$ cat src/rtl/centroid_moment_accum.sv
// centroid_moment_accum: first-order patch moment (m01) for the ORB orientation path.
// Accepts one unsigned row sum per valid cycle over a ROWS-row patch, weights each
// row by its signed offset from the patch centre and accumulates the result.
// Optional feature macro CENTROID_M00_EN also builds the zeroth-moment (m00) accumulator;
// without it m00 is tied to zero and m01/out_valid timing is identical.
module centroid_moment_accum #(
  parameter int ROWS   = 37,
  parameter int BW_IN  = 14,
  parameter int BW_OUT = 22,
  parameter int BW_M00 = 19
) (
  input  logic                     clk,
  input  logic                     rst,
  input  logic                     ena,
  input  logic                     in_valid,
  input  logic                     in_sof,
  input  logic [BW_IN-1:0]         row_sum,
  output logic                     out_valid,
  output logic signed [BW_OUT-1:0] m01,
  output logic [BW_M00-1:0]        m00,
  output logic                     sof_err
);

  // Row index and offset are 6 bits wide: 0..36 and -18..+18 respectively.
  localparam int             CW       = 6;
  localparam logic [CW-1:0]  LAST_IDX = CW'(ROWS - 1);
  localparam logic [CW-1:0]  HALF_IDX = CW'((ROWS - 1) / 2);

  typedef enum logic [0:0] {
    IDLE  = 1'b0,
    ACCUM = 1'b1
  } state_t;

  state_t         state;
  logic [CW-1:0]  cnt;

  logic           take_row;
  logic           row_first;
  logic           row_last;
  logic [CW-1:0]  row_idx;

  logic [CW-1:0]             off_u;
  logic signed [BW_OUT-1:0]  off_ext;
  logic signed [BW_OUT-1:0]  rs_ext;
  logic signed [BW_OUT-1:0]  prod_c;

  logic                      s1_valid;
  logic                      s1_first;
  logic                      s1_last;
  logic signed [BW_OUT-1:0]  s1_prod;

  logic signed [BW_OUT-1:0]  acc;
  logic signed [BW_OUT-1:0]  acc_next;

  // Decide whether this cycle's row belongs to a patch, and which row it is.
  // A sof row always restarts the patch at row 0, whatever state we are in.
  always_comb begin
    take_row  = 1'b0;
    row_first = 1'b0;
    row_last  = 1'b0;
    row_idx   = '0;
    if (in_valid) begin
      if (in_sof) begin
        take_row  = 1'b1;
        row_first = 1'b1;
        row_idx   = '0;
      end else if (state == ACCUM) begin
        take_row  = 1'b1;
        row_idx   = cnt;
        row_last  = (cnt == LAST_IDX);
      end
    end
  end

  // Signed row weight times the row sum, both extended to the accumulator width.
  always_comb begin
    off_u   = row_idx - HALF_IDX;
    off_ext = {{(BW_OUT - CW){off_u[CW-1]}}, off_u};
    rs_ext  = {{(BW_OUT - BW_IN){1'b0}}, row_sum};
    prod_c  = rs_ext * off_ext;
  end

  // Patch framing FSM: tracks the row counter and flags a sof that cuts a patch short.
  always_ff @(posedge clk) begin
    if (rst) begin
      state   <= IDLE;
      cnt     <= '0;
      sof_err <= 1'b0;
    end else if (ena) begin
      sof_err <= in_valid & in_sof & (state == ACCUM);
      if (take_row) begin
        if (row_last) begin
          state <= IDLE;
          cnt   <= '0;
        end else begin
          state <= ACCUM;
          cnt   <= row_idx + CW'(1);
        end
      end
    end
  end

  // Stage 1: register the weighted row together with its first/last tags.
  always_ff @(posedge clk) begin
    if (rst) begin
      s1_valid <= 1'b0;
      s1_first <= 1'b0;
      s1_last  <= 1'b0;
      s1_prod  <= '0;
    end else if (ena) begin
      s1_valid <= take_row;
      s1_first <= row_first;
      s1_last  <= row_last;
      s1_prod  <= prod_c;
    end
  end

  // A first-tagged row overwrites the accumulator so no earlier patch can leak in.
  always_comb begin
    acc_next = s1_first ? s1_prod : (acc + s1_prod);
  end

  // Stage 2: accumulate m01 and publish it with a one-cycle pulse on the last row.
  always_ff @(posedge clk) begin
    if (rst) begin
      acc       <= '0;
      m01       <= '0;
      out_valid <= 1'b0;
    end else if (ena) begin
      out_valid <= s1_valid & s1_last;
      if (s1_valid) begin
        acc <= acc_next;
        if (s1_last) begin
          m01 <= acc_next;
        end
      end
    end
  end

`ifdef CENTROID_M00_EN
  logic [BW_IN-1:0]  s1_row;
  logic [BW_M00-1:0] acc0;
  logic [BW_M00-1:0] row_ext;
  logic [BW_M00-1:0] acc0_next;

  // Zeroth moment follows the same first/last tagging as m01.
  always_comb begin
    row_ext   = {{(BW_M00 - BW_IN){1'b0}}, s1_row};
    acc0_next = s1_first ? row_ext : (acc0 + row_ext);
  end

  // Stage 1 copy of the raw row sum for the m00 path.
  always_ff @(posedge clk) begin
    if (rst) begin
      s1_row <= '0;
    end else if (ena) begin
      s1_row <= row_sum;
    end
  end

  // Stage 2 m00 accumulator and output register.
  always_ff @(posedge clk) begin
    if (rst) begin
      acc0 <= '0;
      m00  <= '0;
    end else if (ena) begin
      if (s1_valid) begin
        acc0 <= acc0_next;
        if (s1_last) begin
          m00 <= acc0_next;
        end
      end
    end
  end
`else
  assign m00 = '0;
`endif

endmodule

$ cat config.mk
export PLATFORM = sky130hd
export DESIGN_NAME = centroid_moment_accum
export DESIGN_NICKNAME = d
export VERILOG_FILES = /design/src/rtl/centroid_moment_accum.sv
export SDC_FILE = /design/constraint.sdc
export NUM_CORES = 1
export LEC_CHECK = 0
export CAP_MARGIN = 20
export CORE_MARGIN = 4
export CORE_UTILIZATION = 64
export CTS_BUF_LIST = sky130_fd_sc_hd__clkbuf_8
export CTS_CLUSTER_DIAMETER = 60
export DETAILED_ROUTE_END_ITERATION = 10
export GPL_TIMING_DRIVEN = 1
export PLACE_DENSITY = 0.87
export SYNTH_ARGS = -nofsm -noshare
export SYNTH_HDL_FRONTEND = slang
export SYNTH_SLANG_ARGS = --single-unit
$ cat constraint.sdc
create_clock -name clk -period 13.95 [get_ports clk]
set_input_delay 4.185 -clock clk [delete_from_list [all_inputs] [get_ports clk]]
set_output_delay 4.185 -clock clk [all_outputs]
set_load 0.03 [all_outputs]
# Word level (Yosys, flattened, before mapping)
# Cells that the tools add are included.
# totals
regBits	78
input_bits	19
output_inout_bits	43
# op_classes
mux	14
add_sub_neg	3
n_reduce_logical	3
eq_ne	1
n_bitwise	3
multipliers	1
# op_table
op	count
$mux W6	4
$add A22 B22 Y22	1
$mux W22	1
$mul A15 B6 Y21	1
$mux W1	9
$add A6 B1 Y6 const B	1
$eq A6 B6 Y1 const B	1
$sub A6 B5 Y6 const B	1
$reduce_and A2 Y1	2
$and A1 B1 Y1	3
$reduce_and A3 Y1	1

# Longest topological paths before layout
# Gate-level depths: netlist of run 1.
# depth
depth_word	5
depth_mapped	22

# Least setup slack after synthesis of run 1
# OpenSTA, ideal clock, no wires.
# synth_timing
path_kind	input to register
from	input in_sof
to	register s1_prod[20]
setup_time_ps	134
setup_slack_ps	4805
arrival_ps	9010
required_time_ps	13816
path_stages	20
path_cell_list	nand3b_1 > nor3b_1 > clkbuf_1 > nand2_1 > fa_1 > fa_1 > inv_1 > fa_1 > inv_1 > fa_1 > inv_1 > fa_1 > a21o_1 > a21oi_1 > o21ai_1 > a31oi_1 > o21ai_1 > a21oi_1 > nor4bb_1 > nor4_1
# synth_between
elab_chain_len	4
# synth_rtl
item	line	text
start: declaration	16	input logic in_sof,
$mux W6	63	if (in_sof) begin
$mux W6	62	if (in_valid) begin
$sub A6 B5 Y6	77	off_u = row_idx - HALF_IDX;
$mul A15 B6 Y21	80	prod_c = rs_ext * off_ext;
end signal: assignment	114	s1_prod <= prod_c;
end: declaration	50	logic signed [BW_OUT-1:0] s1_prod;
# Every way passes these cells.
# A chain may end at the register's enable or synchronous reset.

# Worst setup path in the final report of run 1
# Same ends and word-level chain as after synthesis.

==> results.py, run 1 <==
metrics = {
    "finish": {
        "fin_cells": 1021,
        "area_delta_synth_final_pct": 8.351,
        "antenna_cells": 0,
        "n_fill_cell": 871,
        "final_nets": 1014,
        "register_area_um2": 1541,
        "multiInputGateArea_um2": 5195,
        "drive_gt1_share_pct": 5.562,
    },
    "power": {
        "p_int_uw": 499.2,
        "p_leak_nw": 3.402,
        "seqPwrFrac_pct": 31.5,
        "powerDensity_nw_per_um2": 107.9,
        "switchingPower_uw": 345.3,
        "combPwrFrac_pct": 48.2,
        "clkPwrFrac_pct": 20.3,
        "peakVddDrop_mv": 0.06615,
        "switching_share_pct": 40.89,
    },
    "place": {
        "placed_cells": 1004,
        "port_buffers": 42,
        "gp_congestion": 0.9587,
        "dpl.hpwl_um": 11710,
    },
    "clocking": {
        "root_buffer": "clkbuf_8",
        "cts.sinks": 77,
        "post_cts.repair.setup_buffers": 0,
        "clk_path_buf_depth": 2,
        "postCtsResizedCells": 0,
        "postCtsHoldBufs": 0,
        "h-tree-depth": 3,
        "cts_buffers": 9,
        "clk_pin_slew_worst_paths_ns": 0.08,
        "cts_tree": "done",
        "clk_latency_ns": 0.37,
    },
    "synth": {
        "yosysTopAreaCellShare_pct": 21.34,
        "synth_ff_type": "dfxtp_1",
        "synth_commonest_cells": "nor2_1 (100), dfxtp_1 (77), nand2_1 (73)",
        "synth_edf_count": 0,
        "synth_top_cell_by_area": "dfxtp_1",
        "ys_warn_count": 0,
        "syn_inst": 860,
        "ys_seq_area_share_pct": 21.34,
        "async_flop_share_pct": 0,
        "synth.most_common_cell": "nor2_1",
        "ys_types": 73,
        "ys_ff_latch": 77,
        "synth_area_leaders": "dfxtp_1 (21%), fa_1 (14%), ha_1 (12%), nor2_1 (5.2%), nand2_1 (3.8%)",
        "syn_avg_cell_area_um2": 8.398,
        "synthesis.area_um2": 7222,
    },
    "timing": {
        "slew_headroom_pct": 43.54,
        "rsz0062_at_grt": "false",
        "finalSetupViolations": 0,
        "worst_pin_slew_ns": 0.8468,
        "fmax_ghz": 0.09924,
        "period_share_pct": 72.24,
        "finalHoldViolations": 0,
        "drv_slew": 0,
        "setup_tns_ns": 0,
        "fin_crit_ns": 10.08,
        "skew_ns": 0.01287,
    },
    "floorplanning": {
        "coreArea_um2": 10940,
        "num_rows": 38,
        "boundaryPins": 62,
        "die_w_um": 114.2,
        "dieArea_um2": 13050,
        "initial_utilization_pct": 66.04,
        "die_height_um": 114.2,
    },
    "worst_setup_path": {
        "path_class": "primary input to register",
        "startpoint_type": "primary input",
        "worst_ep_arrival_time_ns": 10.29,
        "crit_path_max_fanout": 15,
        "critPathRequiredTime_ns": 14.17,
        "rrSetupSlack_ns": 7.82,
        "critPathCaptureType": "register",
    },
    "grt": {
        "grt_pass1_wl_um": 26050,
        "grt.total_usage_pct": 23.82,
        "grt_overflow_total": 0,
        "first_global_vias": 5806,
        "grt_max_degree": 81,
        "antenna_found_initial": 0,
    },
    "detailed_routing": {
        "detail_route.vias_per_cell": 5.878,
        "route.detailed.drc": 0,
        "drt-initial-drc-count": 468,
        "antenna_left": 0,
        "wl_um": 15290,
        "vias": 6001,
        "drtPass1Iterations": 5,
        "avgRoutedWirePerCell_um": 14.97,
    },
    "run": {
        "maxCapViolations": 0,
    },
    "outcome": {
        "outcome": "completed",
    },
    "min_path": {
        "hold_class": "register to register",
    },
}
[cells by family after synthesis]
kind of cell               synth area share, %
buffers and inverters                    7.658
and+or+nand+nor                          21.36
xor gates and xnor gates                 3.985
adders and majority gates                25.81
muxes                                    3.101
other                                  0.05193
DFF                                      21.34
AOI/OAI and AO/OA                        16.68
[per-layer routing]
| layer | wire [µm] | up-vias | track usage, % |
|---|---|---|---|
| met5 | 0 | - | 0 |
| li1 | - | 2934 | - |
| met4 | 234 | 0 | 6.176 |
| met1 | 6903 | 2882 | 30.90 |
| met2 | 7485 | 159 | 41.10 |
| met3 | 660 | 26 | 4.228 |
[worst paths after layout]
path / from / to / depth (start not counted)
max: in_sof / s1_prod[20] / 21
min: m01[17] / m01[17] / 2
max reg2reg: cnt[1] / s1_prod[20] / 22
min reg2reg: m01[17] / m01[17] / 2
[critical path, cell delays in order]
cell,delay [ns]
clkdlybuf4s50_1,0.49
and3b_1,0.54
nand2_1,0.42
and2_1,0.32
fa_1,0.54
inv_1,0.05
fa_1,0.47
inv_1,0.05
fa_1,0.53
inv_1,0.05
fa_1,0.49
inv_1,0.07
fa_1,0.45
a21o_1,0.20
a21oi_1,0.27
o21ai_1,0.15
a31oi_1,0.28
o21ai_1,0.13
a21oi_1,0.21
nor4bb_1,0.33
nor4_1,0.08
[through the flow]
stage | util, % | hold slack [ns] | cell area, µm² | total power, mW | worst slack (ns)
after CTS | 71.45 | 0.4637 | 7814 | 0.8429 | 3.811
after global placement | 69.58 | 0.4442 | 7609 | 0.6531 | 3.459
final | 71.56 | 0.4606 | 7825 | 0.8445 | 3.873
after global routing | 71.56 | 0.4882 | 7825 | 0.9151 | 3.525
after floorplan | - | 0.4356 | 7289 | 0.5898 | 4.805
after detailed placement | 69.62 | 0.4520 | 7614 | 0.6699 | 3.429
[layout make-up]
class                      instances  share of cell area [%]
clock inverter                     7                  0.9754
clock buffer                       9                   1.583
tap                              140                   2.239
timing repair buffer              49                   5.996
multi-input combinational        674                   66.39
sequential                        77                   19.70
inverter                          65                   3.118
[flip-flops by register name, summed over array words and instances (netlist names)]
signal	count
s1_valid	1
cnt	6
out_valid	1
s1_first	1
s1_prod	21
acc	22
s1_last	1
state	1
m01	22
sof_err	1
[cells in the final DEF, fill, tap and decap left out, types with 4 or more instances in the layout]
cell type / synthesis / final
a31oi_1: 5 / 5
xor2_1: 22 / 22
dfxtp_1: 77 / 77
o21ai_0: 23 / 23
o21bai_1: 4 / 4
nor2b_1: 4 / 4
buf_4: 19 / 5
mux2i_1: 19 / 19
ha_1: 69 / 69
nand3b_1: 6 / 6
a21o_1: 16 / 16
nor3b_1: 5 / 5
inv_1: 65 / 65
and3_1: 8 / 8
nor4_1: 4 / 4
o21ai_1: 6 / 6
nand2_1: 73 / 73
fa_1: 50 / 50
and2_1: 40 / 40
o22ai_1: 4 / 4
conb_1: 1 / 19
a211oi_1: 25 / 25
a21oi_1: 44 / 44
nor3_1: 11 / 11
nand4_1: 4 / 4
xnor2_1: 9 / 9
nand2b_1: 20 / 20
a311oi_1: 5 / 5
nor2_1: 100 / 100
a2111oi_0: 5 / 5
nand3_1: 11 / 11
clkbuf_8: 0 / 9
or3_1: 5 / 5
clkdlybuf4s50_1: 0 / 41
[power groups by stage]
stage / clock network (mW) / registers [mW] / logic [mW]
final: 0.172 / 0.266 / 0.407
after global routing: 0.182 / 0.268 / 0.465
after CTS: 0.174 / 0.264 / 0.405
after detailed placement: 0 / 0.269 / 0.401
after global placement: 0 / 0.268 / 0.385
after floorplan: 0 / 0.259 / 0.331
(Power assumes the default switching activity.)
==> inputs of run 2 (changes only) <==
--- a/config.mk
+++ b/config.mk
@@ -7,12 +7,12 @@
 export LEC_CHECK = 0
 export CAP_MARGIN = 20
 export CORE_MARGIN = 4
-export CORE_UTILIZATION = 64
+export CORE_UTILIZATION = 61
 export CTS_BUF_LIST = sky130_fd_sc_hd__clkbuf_8
 export CTS_CLUSTER_DIAMETER = 60
 export DETAILED_ROUTE_END_ITERATION = 10
 export GPL_TIMING_DRIVEN = 1
-export PLACE_DENSITY = 0.87
+export PLACE_DENSITY = 0.83
 export SYNTH_ARGS = -nofsm -noshare
 export SYNTH_HDL_FRONTEND = slang
 export SYNTH_SLANG_ARGS = --single-unit
==> constraint.sdc (replaced) <==
create_clock -name clk -period 10.3 [get_ports clk]
set_input_delay 3.09 -clock clk [delete_from_list [all_inputs] [get_ports clk]]
set_output_delay 3.09 -clock clk [all_outputs]
set_load 0.03 [all_outputs]
==> run 2 against run 1 <==
  * Wire length down 3.2%
  * Count of clock-buffer cells in the layout unchanged
  * Core utilization down 3.6 points
  * Design area about the same
  * Clock skew down 0.0016 ns
  * Critical path depth unchanged
  * First-iteration DRC count down 24%
  * Worst setup slack worse by 2.4 ns
  * Clock power up 34%
==> results.py, run 2 (synthesized netlist as in run 1, its figures left out) <==
metrics = {
    "outcome": {
        "outcome": "completed",
    },
    "place": {
        "gp_congestion": 0.9223,
        "dpl.hpwl_um": 11610,
        "port_buffers": 42,
    },
    "timing": {
        "setup_tns_ns": 0,
        "fin_hold_ws_ns": 0.4582,
        "fin_crit_ns": 8.830,
        "finalSetupViolations": 0,
        "skew_ns": 0.01125,
        "period_share_pct": 85.73,
        "slew_headroom_pct": 45.71,
        "worst_pin_slew_ns": 0.8143,
        "finalHoldViolations": 0,
        "rsz0062_at_grt": "false",
        "drv_slew": 0,
        "fmax_ghz": 0.1132,
    },
    "floorplanning": {
        "initial_utilization_pct": 62.71,
        "dieArea_um2": 13640,
        "boundaryPins": 62,
        "coreArea_um2": 11520,
        "die_w_um": 116.8,
        "num_rows": 39,
        "die_height_um": 116.8,
    },
    "worst_setup_path": {
        "slowest_delay_ns": 0.53,
        "slowest_stage": "clkdlybuf4s50_1",
        "cp_cell_sequence": "clkdlybuf4s50_1 -> and3b_1 -> nand2_1 -> and2_1 -> fa_1 -> inv_1 -> fa_1 -> inv_1 -> fa_1 -> inv_1 -> fa_1 -> inv_1 -> fa_1 -> a21o_1 -> a21oi_1 -> o21ai_1 -> a31oi_1 -> o21ai_1 -> a21oi_1 -> nor4bb_1 -> nor4_1",
        "critPathRequiredTime_ns": 10.52,
        "cp_common_cell": "fa_1",
        "crit_path_max_fanout": 15,
        "path_class": "primary input to register",
        "critPathCaptureType": "register",
        "worst_ep_arrival_time_ns": 9.05,
        "startpoint_type": "primary input",
    },
    "grt": {
        "grt_pass1_wl_um": 25340,
        "grt_max_degree": 81,
        "grt.total_usage_pct": 22.83,
        "grt_overflow_total": 0,
        "antenna_found_initial": 0,
        "first_global_vias": 5527,
    },
    "clocking": {
        "postCtsHoldBufs": 0,
        "post_cts.repair.setup_buffers": 0,
        "cts_buffers": 9,
        "cts.sinks": 77,
        "postCtsResizedCells": 0,
        "cts_tree": "done",
        "clk_latency_ns": 0.37,
        "h-tree-depth": 3,
        "clk_pin_slew_worst_paths_ns": 0.08,
        "clk_path_buf_depth": 2,
        "root_buffer": "clkbuf_8",
    },
    "power": {
        "powerDensity_nw_per_um2": 144.2,
        "p_leak_nw": 3.403,
        "peakVddDrop_mv": 0.06945,
        "power_mw": 1.128,
    },
    "detailed_routing": {
        "wl_um": 14800,
        "route.detailed.drc": 0,
        "detail_route.vias_per_cell": 5.669,
        "antenna_left": 0,
        "avgRoutedWirePerCell_um": 14.45,
        "drtPass1Iterations": 5,
        "vias": 5805,
        "drt-initial-drc-count": 358,
    },
    "finish": {
        "antenna_cells": 0,
        "n_fill_cell": 954,
        "final_cell_mix": "nor2_1 (100), dfxtp_1 (77), nand2_1 (73), ha_1 (69), inv_1 (66)",
        "drive_gt1_share_pct": 5.448,
        "area_delta_synth_final_pct": 8.368,
        "final_nets": 1014,
        "reg_top3": "acc x22, m01 x22, s1_prod x21",
        "fin_util_pct": 67.96,
        "multiInputGateArea_um2": 5195,
        "final_common_cell": "nor2_1",
        "register_area_um2": 1541,
    },
    "min_path": {
        "hold_class": "register to register",
    },
    "run": {
        "maxCapViolations": 0,
    },
}
[run 2: cell count changes in the layout (fill, tap and decap cells not counted), sizes merged]
| cell | delta |
|---|---|
| clkinv | -2 |
| inv | +2 |
[run 2: cell type report]
type / instances / share of cell area (%)
clock buffer: 9 / 1.583
clock inverter: 7 / 0.9592
inverter: 65 / 3.118
multi-input combinational: 674 / 66.38
sequential: 77 / 19.70
tap: 143 / 2.286
timing repair buffer: 49 / 5.979
[run 2: worst max-delay path: cells and delay by family]
kind / cells / cell delay [ns]
fa+ha+maj: 5 / 2.45
simple gates: 5 / 1.55
compound gates: 6 / 1.21
buf+inv: 5 / 0.75
[run 2: power breakdown]
part           internal [mW]  switching, mW
sequential             0.327         0.0302
combinational          0.236          0.304
clock                  0.113          0.118
total                  0.675          0.453
[run 2: per-stage QoR]
step,std cells,cell area [µm²],setup slack [ns]
3_3_place_gp,1008,7627,1.245
5_1_grt,1024,7826,1.093
3_5_place_dp,1008,7627,1.094
4_1_cts,1024,7826,1.511
2_1_floorplan,878,7289,2.250
6_report,1024,7826,1.470
[run 2: final timing paths]
path	startpoint	endpoint	slack [ns]	cells after the start
worst max-delay path	in_valid	s1_prod[20]	1.47	21
worst min-delay path	m01[1]	m01[1]	0.46	2
worst max register to register	cnt[1]	s1_prod[20]	4.27	22
worst min register to register	m01[1]	m01[1]	0.46	2
[run 2: per-layer routing]
layer	GRT usage (%)	part of all wire (%)
met1	32.38	48
met2	36.56	47
met3	3.753	4.3
met4	5.810	1.2
met5	0	0
